File: src/rtl/aes_round_ctrl.sv
// -----------------------------------------------------------------------------
// aes_round_ctrl
//
// Round sequencer for an iterative AES datapath. A block is accepted in IDLE,
// the state register is loaded with Data_In XOR the first round key (LOAD),
// NR-1 full rounds run with MixColumns enabled (ROUND), one last round runs
// with MixColumns bypassed (FINAL), and the result is held until the consumer
// takes it (HOLD). Any round waits while the requested key is not yet valid.
//
// Parameters
//   NR          number of AES rounds: 10, 12 or 14
//
// Optional build macro
//   AES_DECRYPT_EN  adds the Mode input (1 = decrypt); key indices then run
//                   from NR down to 0 instead of 0 up to NR
//
// Ports
//   clk        in   clock, rising edge
//   rst_n      in   asynchronous active-low reset
//   Mode       in   1 = decrypt, sampled on accept (AES_DECRYPT_EN only)
//   In_Valid   in   new block present at the datapath input
//   In_Ready   out  controller can accept a block (IDLE and no Flush)
//   Out_Valid  out  state register holds a finished result
//   Out_Ready  in   consumer takes the result
//   Key_Valid  in   round key selected by Key_Idx is available
//   Flush      in   synchronous abort, returns to IDLE on the next edge
//   Ld_State   out  load state register with Data_In XOR first round key
//   Rnd_En     out  state register captures the round datapath output
//   Mix_En     out  1 = MixColumns path, 0 = bypass
//   Key_Idx    out  round-key index requested from key storage
//   Round_Cnt  out  current round number, 0..NR
//   Busy       out  high in every state except IDLE
// -----------------------------------------------------------------------------
module aes_round_ctrl #(
    parameter int NR = 10
) (
    input  logic       clk,
    input  logic       rst_n,
`ifdef AES_DECRYPT_EN
    input  logic       Mode,
`endif
    input  logic       In_Valid,
    output logic       In_Ready,
    output logic       Out_Valid,
    input  logic       Out_Ready,
    input  logic       Key_Valid,
    input  logic       Flush,
    output logic       Ld_State,
    output logic       Rnd_En,
    output logic       Mix_En,
    output logic [3:0] Key_Idx,
    output logic [3:0] Round_Cnt,
    output logic       Busy
);

    typedef enum logic [2:0] {
        ST_IDLE  = 3'd0,
        ST_LOAD  = 3'd1,
        ST_ROUND = 3'd2,
        ST_FINAL = 3'd3,
        ST_HOLD  = 3'd4
    } state_t;

    localparam logic [3:0] NR_C         = 4'(NR);
    localparam logic [3:0] LAST_ROUND_C = 4'(NR - 1);

    state_t     state_r;
    state_t     state_next_s;
    state_t     trans_state_s;
    logic [3:0] round_cnt_r;
    logic [3:0] cnt_next_s;
    logic [3:0] trans_cnt_s;
    logic       accept_s;
    logic       mode_next_s;

    logic       ld_state_r;
    logic       mix_en_r;
    logic [3:0] key_idx_r;
    logic       out_valid_r;
    logic       busy_r;

    logic       ld_next_s;
    logic       mix_next_s;
    logic [3:0] key_idx_next_s;
    logic       out_valid_next_s;
    logic       busy_next_s;

    // Key index requested for a given state/round. Decrypt walks the key
    // schedule backwards: NR at load, NR-round inside the rounds, 0 at the end.
    function automatic logic [3:0] key_idx_f(input state_t st,
                                             input logic [3:0] cnt,
                                             input logic dec);
        logic [3:0] idx;
        case (st)
            ST_LOAD:  idx = dec ? NR_C : 4'd0;
            ST_ROUND: idx = dec ? (NR_C - cnt) : cnt;
            ST_FINAL: idx = dec ? 4'd0 : NR_C;
            default:  idx = 4'd0;
        endcase
        return idx;
    endfunction

    // In_Ready and Rnd_En must react to Flush / Key_Valid within the cycle,
    // so they are decoded from the registered state without a pipeline stage.
    assign In_Ready = (state_r == ST_IDLE) && !Flush;
    assign accept_s = In_Valid && In_Ready;
    assign Rnd_En   = ((state_r == ST_ROUND) || (state_r == ST_FINAL)) && Key_Valid;

`ifdef AES_DECRYPT_EN
    logic mode_r;

    // Direction is captured on accept and stays fixed for the whole block.
    always_comb begin
        if (accept_s) begin
            mode_next_s = Mode;
        end else begin
            mode_next_s = mode_r;
        end
    end

    // Operation direction register.
    always_ff @(posedge clk or negedge rst_n) begin
        if (!rst_n) begin
            mode_r <= 1'b0;
        end else begin
            mode_r <= mode_next_s;
        end
    end
`else
    assign mode_next_s = 1'b0;
`endif

    // Transition logic; the counter only advances on a valid key and stops at NR.
    always_comb begin
        trans_state_s = state_r;
        trans_cnt_s   = round_cnt_r;
        case (state_r)
            ST_IDLE: begin
                trans_cnt_s = 4'd0;
                if (accept_s) begin
                    trans_state_s = ST_LOAD;
                end else begin
                    trans_state_s = ST_IDLE;
                end
            end
            ST_LOAD: begin
                trans_state_s = ST_ROUND;
                trans_cnt_s   = 4'd1;
            end
            ST_ROUND: begin
                if (Key_Valid) begin
                    if (round_cnt_r >= LAST_ROUND_C) begin
                        trans_state_s = ST_FINAL;
                        trans_cnt_s   = NR_C;
                    end else begin
                        trans_state_s = ST_ROUND;
                        trans_cnt_s   = round_cnt_r + 4'd1;
                    end
                end else begin
                    trans_state_s = ST_ROUND;
                    trans_cnt_s   = round_cnt_r;
                end
            end
            ST_FINAL: begin
                trans_cnt_s = NR_C;
                if (Key_Valid) begin
                    trans_state_s = ST_HOLD;
                end else begin
                    trans_state_s = ST_FINAL;
                end
            end
            ST_HOLD: begin
                if (Out_Ready) begin
                    trans_state_s = ST_IDLE;
                    trans_cnt_s   = 4'd0;
                end else begin
                    trans_state_s = ST_HOLD;
                    trans_cnt_s   = NR_C;
                end
            end
            default: begin
                trans_state_s = ST_IDLE;
                trans_cnt_s   = 4'd0;
            end
        endcase
    end

    // Flush overrides every transition, including accept and Out_Ready.
    always_comb begin
        if (Flush) begin
            state_next_s = ST_IDLE;
            cnt_next_s   = 4'd0;
        end else begin
            state_next_s = trans_state_s;
            cnt_next_s   = trans_cnt_s;
        end
    end

    // Output values for the upcoming state, registered alongside it so the
    // outputs change on the same edge as the state without glitches.
    always_comb begin
        ld_next_s        = (state_next_s == ST_LOAD);
        mix_next_s       = (state_next_s == ST_ROUND);
        out_valid_next_s = (state_next_s == ST_HOLD);
        busy_next_s      = (state_next_s != ST_IDLE);
        key_idx_next_s   = key_idx_f(state_next_s, cnt_next_s, mode_next_s);
    end

    // FSM state and round counter.
    always_ff @(posedge clk or negedge rst_n) begin
        if (!rst_n) begin
            state_r     <= ST_IDLE;
            round_cnt_r <= 4'd0;
        end else begin
            state_r     <= state_next_s;
            round_cnt_r <= cnt_next_s;
        end
    end

    // Registered state-decoded outputs.
    always_ff @(posedge clk or negedge rst_n) begin
        if (!rst_n) begin
            ld_state_r  <= 1'b0;
            mix_en_r    <= 1'b0;
            key_idx_r   <= 4'd0;
            out_valid_r <= 1'b0;
            busy_r      <= 1'b0;
        end else begin
            ld_state_r  <= ld_next_s;
            mix_en_r    <= mix_next_s;
            key_idx_r   <= key_idx_next_s;
            out_valid_r <= out_valid_next_s;
            busy_r      <= busy_next_s;
        end
    end

    assign Ld_State  = ld_state_r;
    assign Mix_En    = mix_en_r;
    assign Key_Idx   = key_idx_r;
    assign Out_Valid = out_valid_r;
    assign Busy      = busy_r;
    assign Round_Cnt = round_cnt_r;

endmodule
File: config.mk
export PLATFORM = sky130hd
export DESIGN_NAME = aes_round_ctrl
export DESIGN_NICKNAME = d
export VERILOG_FILES = /design/src/rtl/aes_round_ctrl.sv
export SDC_FILE = /design/constraint.sdc
export NUM_CORES = 1
export LEC_CHECK = 0
export ABC_AREA = 1
export CAP_MARGIN = 5
export CELL_PAD_IN_SITES_DETAIL_PLACEMENT = 0
export CELL_PAD_IN_SITES_GLOBAL_PLACEMENT = 2
export CORE_ASPECT_RATIO = 1.75
export CORE_MARGIN = 3
export CORE_UTILIZATION = 26
export CTS_CLUSTER_SIZE = 12
export DETAILED_ROUTE_END_ITERATION = 12
export HOLD_SLACK_MARGIN = 0.15
export MAX_ROUTING_LAYER = met4
export PLACE_DENSITY_LB_ADDON = 0.1
export SLEW_MARGIN = 20
export SYNTH_ARGS = -nofsm -noshare
export SYNTH_HDL_FRONTEND = slang
export SYNTH_SLANG_ARGS = --single-unit
File: constraint.sdc
create_clock -name clk -period 1.34 [get_ports clk]
set_input_delay 0.134 -clock clk [delete_from_list [all_inputs] [get_ports clk]]
set_output_delay 0.134 -clock clk [all_outputs]
set_load 0.02 [all_outputs]
==> summary.md, run 1 <==
| Metric | Value |
|---|---|
| Comb pwr share | 18.2% |
| Overflow after GRT | 0 |
| Clock share of power | 35.4% |
| IO Port Bufs | 19 |
| Ys flop type | dfrtp_1 |
| Final wirelength | 1.97 mm |
| Die height | 76.6 µm |
| Post-synthesis sequential area ratio | 50.8% |
| Via count | 731 |
| Startpoint types | flip-flop |
| Starting Density | 27.2% |
| R2R setup slack | 0.02 ns |
| CP endpoint kind | flip-flop |
| Power share of the sequential group | 46.5% |
| Drt initial violations | 10 |
| Top cell type's share of synthesized area | 50.8% |
| GRT Total Usage | 12.8% |
| RSZ-0062 raised after global routing | true |
| EDFF count, synth | 0 |
| Number of global-route vias before repair | 769 |
| Dpl hpwl | 1.59 mm |
| Leak Pwr | 0.695 nW |
| Hold Fails Final Rpt | 0 |
| Share of post-route cells with drive strength above 1 | 39.7% |
| R2r startpoint | Round_Cnt[0] |
| DR pass1 iterations | 4 |
| Yosys warning count | 0 |
| PwrDens | 846 nW/µm² |
| Multi-input logic area | 353 µm² |
| Mapped Avg Cell Area | 8.40 µm² |
| Most frequent cells after synthesis | 23 x nand2_1, 15 x dfrtp_1, 12 x inv_1, 9 x nor2_1 |
| First-pass GRT wire length | 3.19 mm |
| Launch point of the worst path | Round_Cnt[0] |
| Largest net degree at the start of global routing | 16 |
| Antenna violations before repair | 0 |
| Final setup viols | 0 |
| Slew Limit Fails | 0 |
| Routed length per placed instance | 12.5 µm |
| IO Pins | 20 |
| Die area | 3550 µm² |
| Crit path capture | Key_Idx[1] |
| CP arrival | 1.51 ns |
| Clock transition at path regs | 0.06 ns |
| Synth Cell Area | 739 µm² |
| Later-pin clock latency in the skew report | 0.25 ns |
| Core Area | 2720 µm² |
| R2r endpoint | Key_Idx[1] |
| Fill cell count | 300 |
| Final Power | 1.02 mW |
| Post-layout min period | 1.32 ns |
| Reg area | 378 µm² |
| Final core occ | 44.3% |
| Required time worst endpoint | 1.53 ns |
| CP Max Fanout | 3 |
| CTS tree | built |
| Maximum clock path buffer count | 2 |
| Hold Crit Class | input pin to asynchronous set/reset pin |
| Routability Congestion | 0.840 |
| Clk_skew | 0.00261 ns |
| DRC viols | 0 |
| Yosys reg bits | 15 |
| Layout area overhead | 63.1% |
| Num rows | 25 |
| CTS buffer count | 3 |
| Sink Count | 15 |
| Distinct cells, synth | 17 |
| Clock root buffer | clkbuf_8 |
| Antenna-violating nets left | 0 |
| Status | complete, no violations |
| Leading area contributor after synthesis | dfrtp_1 |
| Switching share of power | 25.4% |
| # diodes | 0 |
| Nets | 141 |
| Top-count cell post-synth | nand2_1 |
| Via-per-instance ratio | 4.63 |
| Final worst path period share | 98.3% |
| Synth area leaders | dfrtp_1 51%, nand2_1 12%, inv_1 6.1% |
| Post-CTS Hold Buffers | 0 |
| Internal Pwr Total | 0.761 mW |
| NetSw | 0.260 mW |
| Die X | 46.3 µm |
| Max Freq | 0.759 GHz |
| Mapped Nets | 97 |
| Worst-Margin Slew | 0.270 ns |
| Crit path kind | flip-flop to flip-flop |
| H-tree Lvls | 1 |
| FF-to-FF path depth | 10 |
| Max-cap viol count | 0 |
| Slew margin rel. | 82.0% |
| Fraction of registers with async set/reset | 100% |
| Mapped Cells | 88 |
| Peak supply drop | 0.612 mV |
-- area by class of cell --
class	count	area share, %
clock buffer	3	3.42
clock inverter	1	0.415
inverter	16	5.19
multi-input combinational	57	29.3
sequential	15	31.3
tap	27	2.80
timing repair buffer	39	27.6
-- through the flow --
stage / setup TNS (ns) / worst slack (ns) / area (µm²) / instances / hold WS [ns]
floorplan: 0 / 0.0267 / 742 / 88 / -0.162
global placement: -0.563 / -0.195 / 1110 / 153 / 0.477
detailed placement: -0.585 / -0.192 / 1110 / 153 / 0.475
CTS: 0 / 0.00000844 / 1160 / 157 / 0.210
global route: -0.229 / -0.112 / 1210 / 158 / 0.222
finish: 0 / 0.0232 / 1210 / 158 / 0.207
-- worst min-delay path by stage --
stage / from / to / slack, ns / depth (start not counted)
finish: rst_n / Key_Idx[2] / 0.21 / 2
global route: rst_n / Key_Idx[2] / 0.22 / 2
CTS: rst_n / Key_Idx[2] / 0.21 / 2
detailed placement: rst_n / Key_Idx[2] / 0.47 / 2
global placement: rst_n / Key_Idx[2] / 0.48 / 2
floorplan: rst_n / Busy / -0.16 / 0
-- state kept, by name, indices dropped and copies added, names as in the netlist --
signal	count
Key_Idx	4
Ld_State	1
Out_Valid	1
Busy	1
Mix_En	1
state_r	3
Round_Cnt	4
-- timing repair --
item,4_1_cts,5_1_grt
buffers inserted,0,1
setup endpoints to repair,7,14
pin swaps,1,12
gates resized for setup,12,18
-- per-layer routing --
layer	part of all wire [%]	routed length, µm	vias to the layer above	global-route usage (%)
met5	0	0	-	-
met3	3.2	63	6	2.84
met1	34	677	349	11.7
li1	-	-	361	-
met2	60	1180	15	22.7
met4	2.5	50	0	6.84
-- kinds of logic (layout without fill, tap and decap cells) --
logic type,count (synthesis),in the layout,synth area share (%)
and+or+nand+nor,45,45,28.3
DFF,15,15,50.8
buffers and inverters,16,59,8.12
AOI/OAI and AO/OA,9,9,7.78
adders and majority gates,3,3,5.08
-- cells in the final DEF, fill, tap and decap left out, types with 2 or more instances in the layout --
master	instances
nor2_4	2
buf_4	20
a21oi_2	2
nand2_1	22
dfrtp_1	13
dfrtp_2	2
a211oi_2	2
nor2_2	2
dlymetal6s2s_1	3
nand3_1	4
inv_1	8
nand4_1	3
clkdlybuf4s50_1	10
nor2_1	7
clkbuf_8	3
dlygate4sd2_1	4
nand2_2	3
a21oi_1	2
inv_2	7
-- power groups by stage --
stage	sequential [mW]	clock, mW	combinational [mW]
2_1_floorplan	0.499	0	0.0573
4_1_cts	0.474	0.382	0.180
6_report	0.474	0.361	0.185
3_5_place_dp	0.482	0	0.182
5_1_grt	0.475	0.406	0.203
3_3_place_gp	0.482	0	0.182
-- worst max-delay path, cell delays in order, from the launching register on --
cell     delay, ns
dfrtp_2       0.38
inv_2         0.06
ha_4          0.26
inv_2         0.02
nand2_1       0.04
nand2_1       0.05
nor2_1        0.10
nor2_1        0.06
a21oi_2       0.16
nand2_1       0.07
nand2_1       0.05
No activity file was read; power rests on OpenSTA's default activity.
==> inputs of run 2 (changes only) <==
TNS_END_PERCENT = 5   (was not set)
==> summary.md, run 2 (synthesis gave the netlist of run 1 again) <==
| Metric | Value |
|---|---|
| Final setup viols | 0 |
| Clock root buffer | clkbuf_8 |
| Status | complete, no violations |
| Most used cell, CP | nand2_1 |
| Hold Crit Class | input pin to asynchronous set/reset pin |
| Crit path kind | flip-flop to flip-flop |
| CP cell instances | inv_2 > ha_4 > inv_2 > nand2_1 > nand2_1 > nor2_1 > nor2_1 > a21oi_2 > nand2_1 > nand2_1 |
| Via-per-instance ratio | 4.63 |
| Die height | 76.6 µm |
| CP arrival | 1.52 ns |
| Hold Fails Final Rpt | 0 |
| R2r startpoint | Round_Cnt[0] |
| First-pass GRT wire length | 3.18 mm |
| Pre-CTS setup slack | -0.192 ns |
| Critical path depth in cells | 10 |
| CP max stage delay | 0.38 ns |
| FF-to-FF path depth | 10 |
| Required time worst endpoint | 1.53 ns |
| Layout area overhead | 61.6% |
| Final core occ | 43.9% |
| Drt initial violations | 9 |
| Antenna violations before repair | 0 |
| Dpl hpwl | 1.59 mm |
| GRT Total Usage | 12.8% |
| Number of global-route vias before repair | 765 |
| IO Pins | 20 |
| Crit path buf inv count | 2 |
| Core Area | 2720 µm² |
| R2r endpoint | Key_Idx[1] |
| Final wirelength | 1.95 mm |
| Post-layout min period | 1.33 ns |
| Starting Density | 27.2% |
| Antenna-violating nets left | 0 |
| Share of post-route cells with drive strength above 1 | 36.6% |
| CP Max Fanout | 3 |
| Clk_skew | 0.00112 ns |
| Later-pin clock latency in the skew report | 0.25 ns |
| Launch point of the worst path | Round_Cnt[0] |
| CP endpoint kind | flip-flop |
| DRC viols | 0 |
| Num rows | 25 |
| IO Port Bufs | 19 |
| CTS buffer count | 3 |
| Die area | 3550 µm² |
| Final WS setup | 0.0148 ns |
| Max-cap viol count | 0 |
| Sink Count | 15 |
| Highest-count cells in the layout ignoring fill and taps | 22 x nand2_1, 20 x buf_4, 13 x dfrtp_1 |
| Most common cell after layout, fill and taps aside | nand2_1 |
| Slew margin rel. | 84.7% |
| Startpoint types | flip-flop |
| R2R setup slack | 0.01 ns |
| Die X | 46.3 µm |
| Final worst path period share | 98.9% |
| Routability Congestion | 0.840 |
| Clock transition at path regs | 0.06 ns |
| DR pass1 iterations | 4 |
| Worst-Margin Slew | 0.229 ns |
| Slew Limit Fails | 0 |
| Post-CTS Hold Buffers | 0 |
| CTS tree | built |
| Routed length per placed instance | 12.4 µm |
| Nets | 141 |
| Via count | 731 |
| Max Freq | 0.755 GHz |
| Cell family with most CP delay | flip-flops |
| RSZ-0062 raised after global routing | true |
| Leak Pwr | 0.696 nW |
| Overflow after GRT | 0 |
| PwrDens | 857 nW/µm² |
| # diodes | 0 |
| Peak supply drop | 0.624 mV |
| Crit path capture | Key_Idx[1] |
| H-tree Lvls | 1 |
| Slowest CP cell | dfrtp_2 |
| Largest net degree at the start of global routing | 16 |
| Maximum clock path buffer count | 2 |
==> run 2: per-layer routing <==
metal / global-route usage, % / part of all wire (%)
met5: - / 0
met4: 6.84 / 2.6
met3: 2.84 / 3.3
met1: 11.6 / 35
met2: 22.7 / 59
==> run 2: worst reg2reg max path, stage by stage (launching register included) <==
cell     delay, ns
dfrtp_2       0.38
inv_2         0.06
ha_4          0.26
inv_2         0.02
nand2_1       0.04
nand2_1       0.05
nor2_1        0.10
nor2_1        0.06
a21oi_2       0.16
nand2_1       0.07
nand2_1       0.05
==> run 2: how the worst min path moves through the flow <==
| stage | cells after the start | endpoint |
|---|---|---|
| 3_3_place_gp | 2 | Key_Idx[2] |
| 3_5_place_dp | 2 | Key_Idx[2] |
| 6_report | 2 | Key_Idx[2] |
| 2_1_floorplan | 0 | Busy |
| 4_1_cts | 2 | Key_Idx[2] |
| 5_1_grt | 2 | Key_Idx[2] |
==> run 2: power breakdown <==
part / switching, mW / total, mW / internal, mW
clock network: 0.160 / 0.366 / 0.206
logic: 0.0971 / 0.184 / 0.0867
registers: 0.00637 / 0.474 / 0.468
total: 0.264 / 1.02 / 0.760
==> run 2: what timing repair did <==
item                       CTS  global route
pin swaps                    0            11
hold endpoints to repair     0             0
gates resized for setup      9            17
setup buffers                0             1
setup endpoints to repair    7            15
==> run 2: area by class of cell <==
cell class,count,area [µm²]
inverter,16,62.6
clock inverter,1,5.00
fill,302,1530
multi-input combinational,57,342
sequential,15,378
tap,27,33.8
timing repair buffer,39,333
clock buffer,3,41.3
==> run 2: stage by stage <==
| stage | setup TNS, ns | total power, mW | hold slack [ns] | instances | cell area, µm² |
|---|---|---|---|---|---|
| after floorplan | 0 | 0.556 | -0.162 | 88 | 742 |
| after global placement | -0.563 | 0.663 | 0.477 | 153 | 1110 |
| after detailed placement | -0.585 | 0.664 | 0.475 | 153 | 1110 |
| after CTS | -0.0120 | 1.04 | 0.210 | 157 | 1150 |
| after global routing | -0.281 | 1.08 | 0.222 | 158 | 1190 |
| final | 0 | 1.02 | 0.205 | 158 | 1190 |
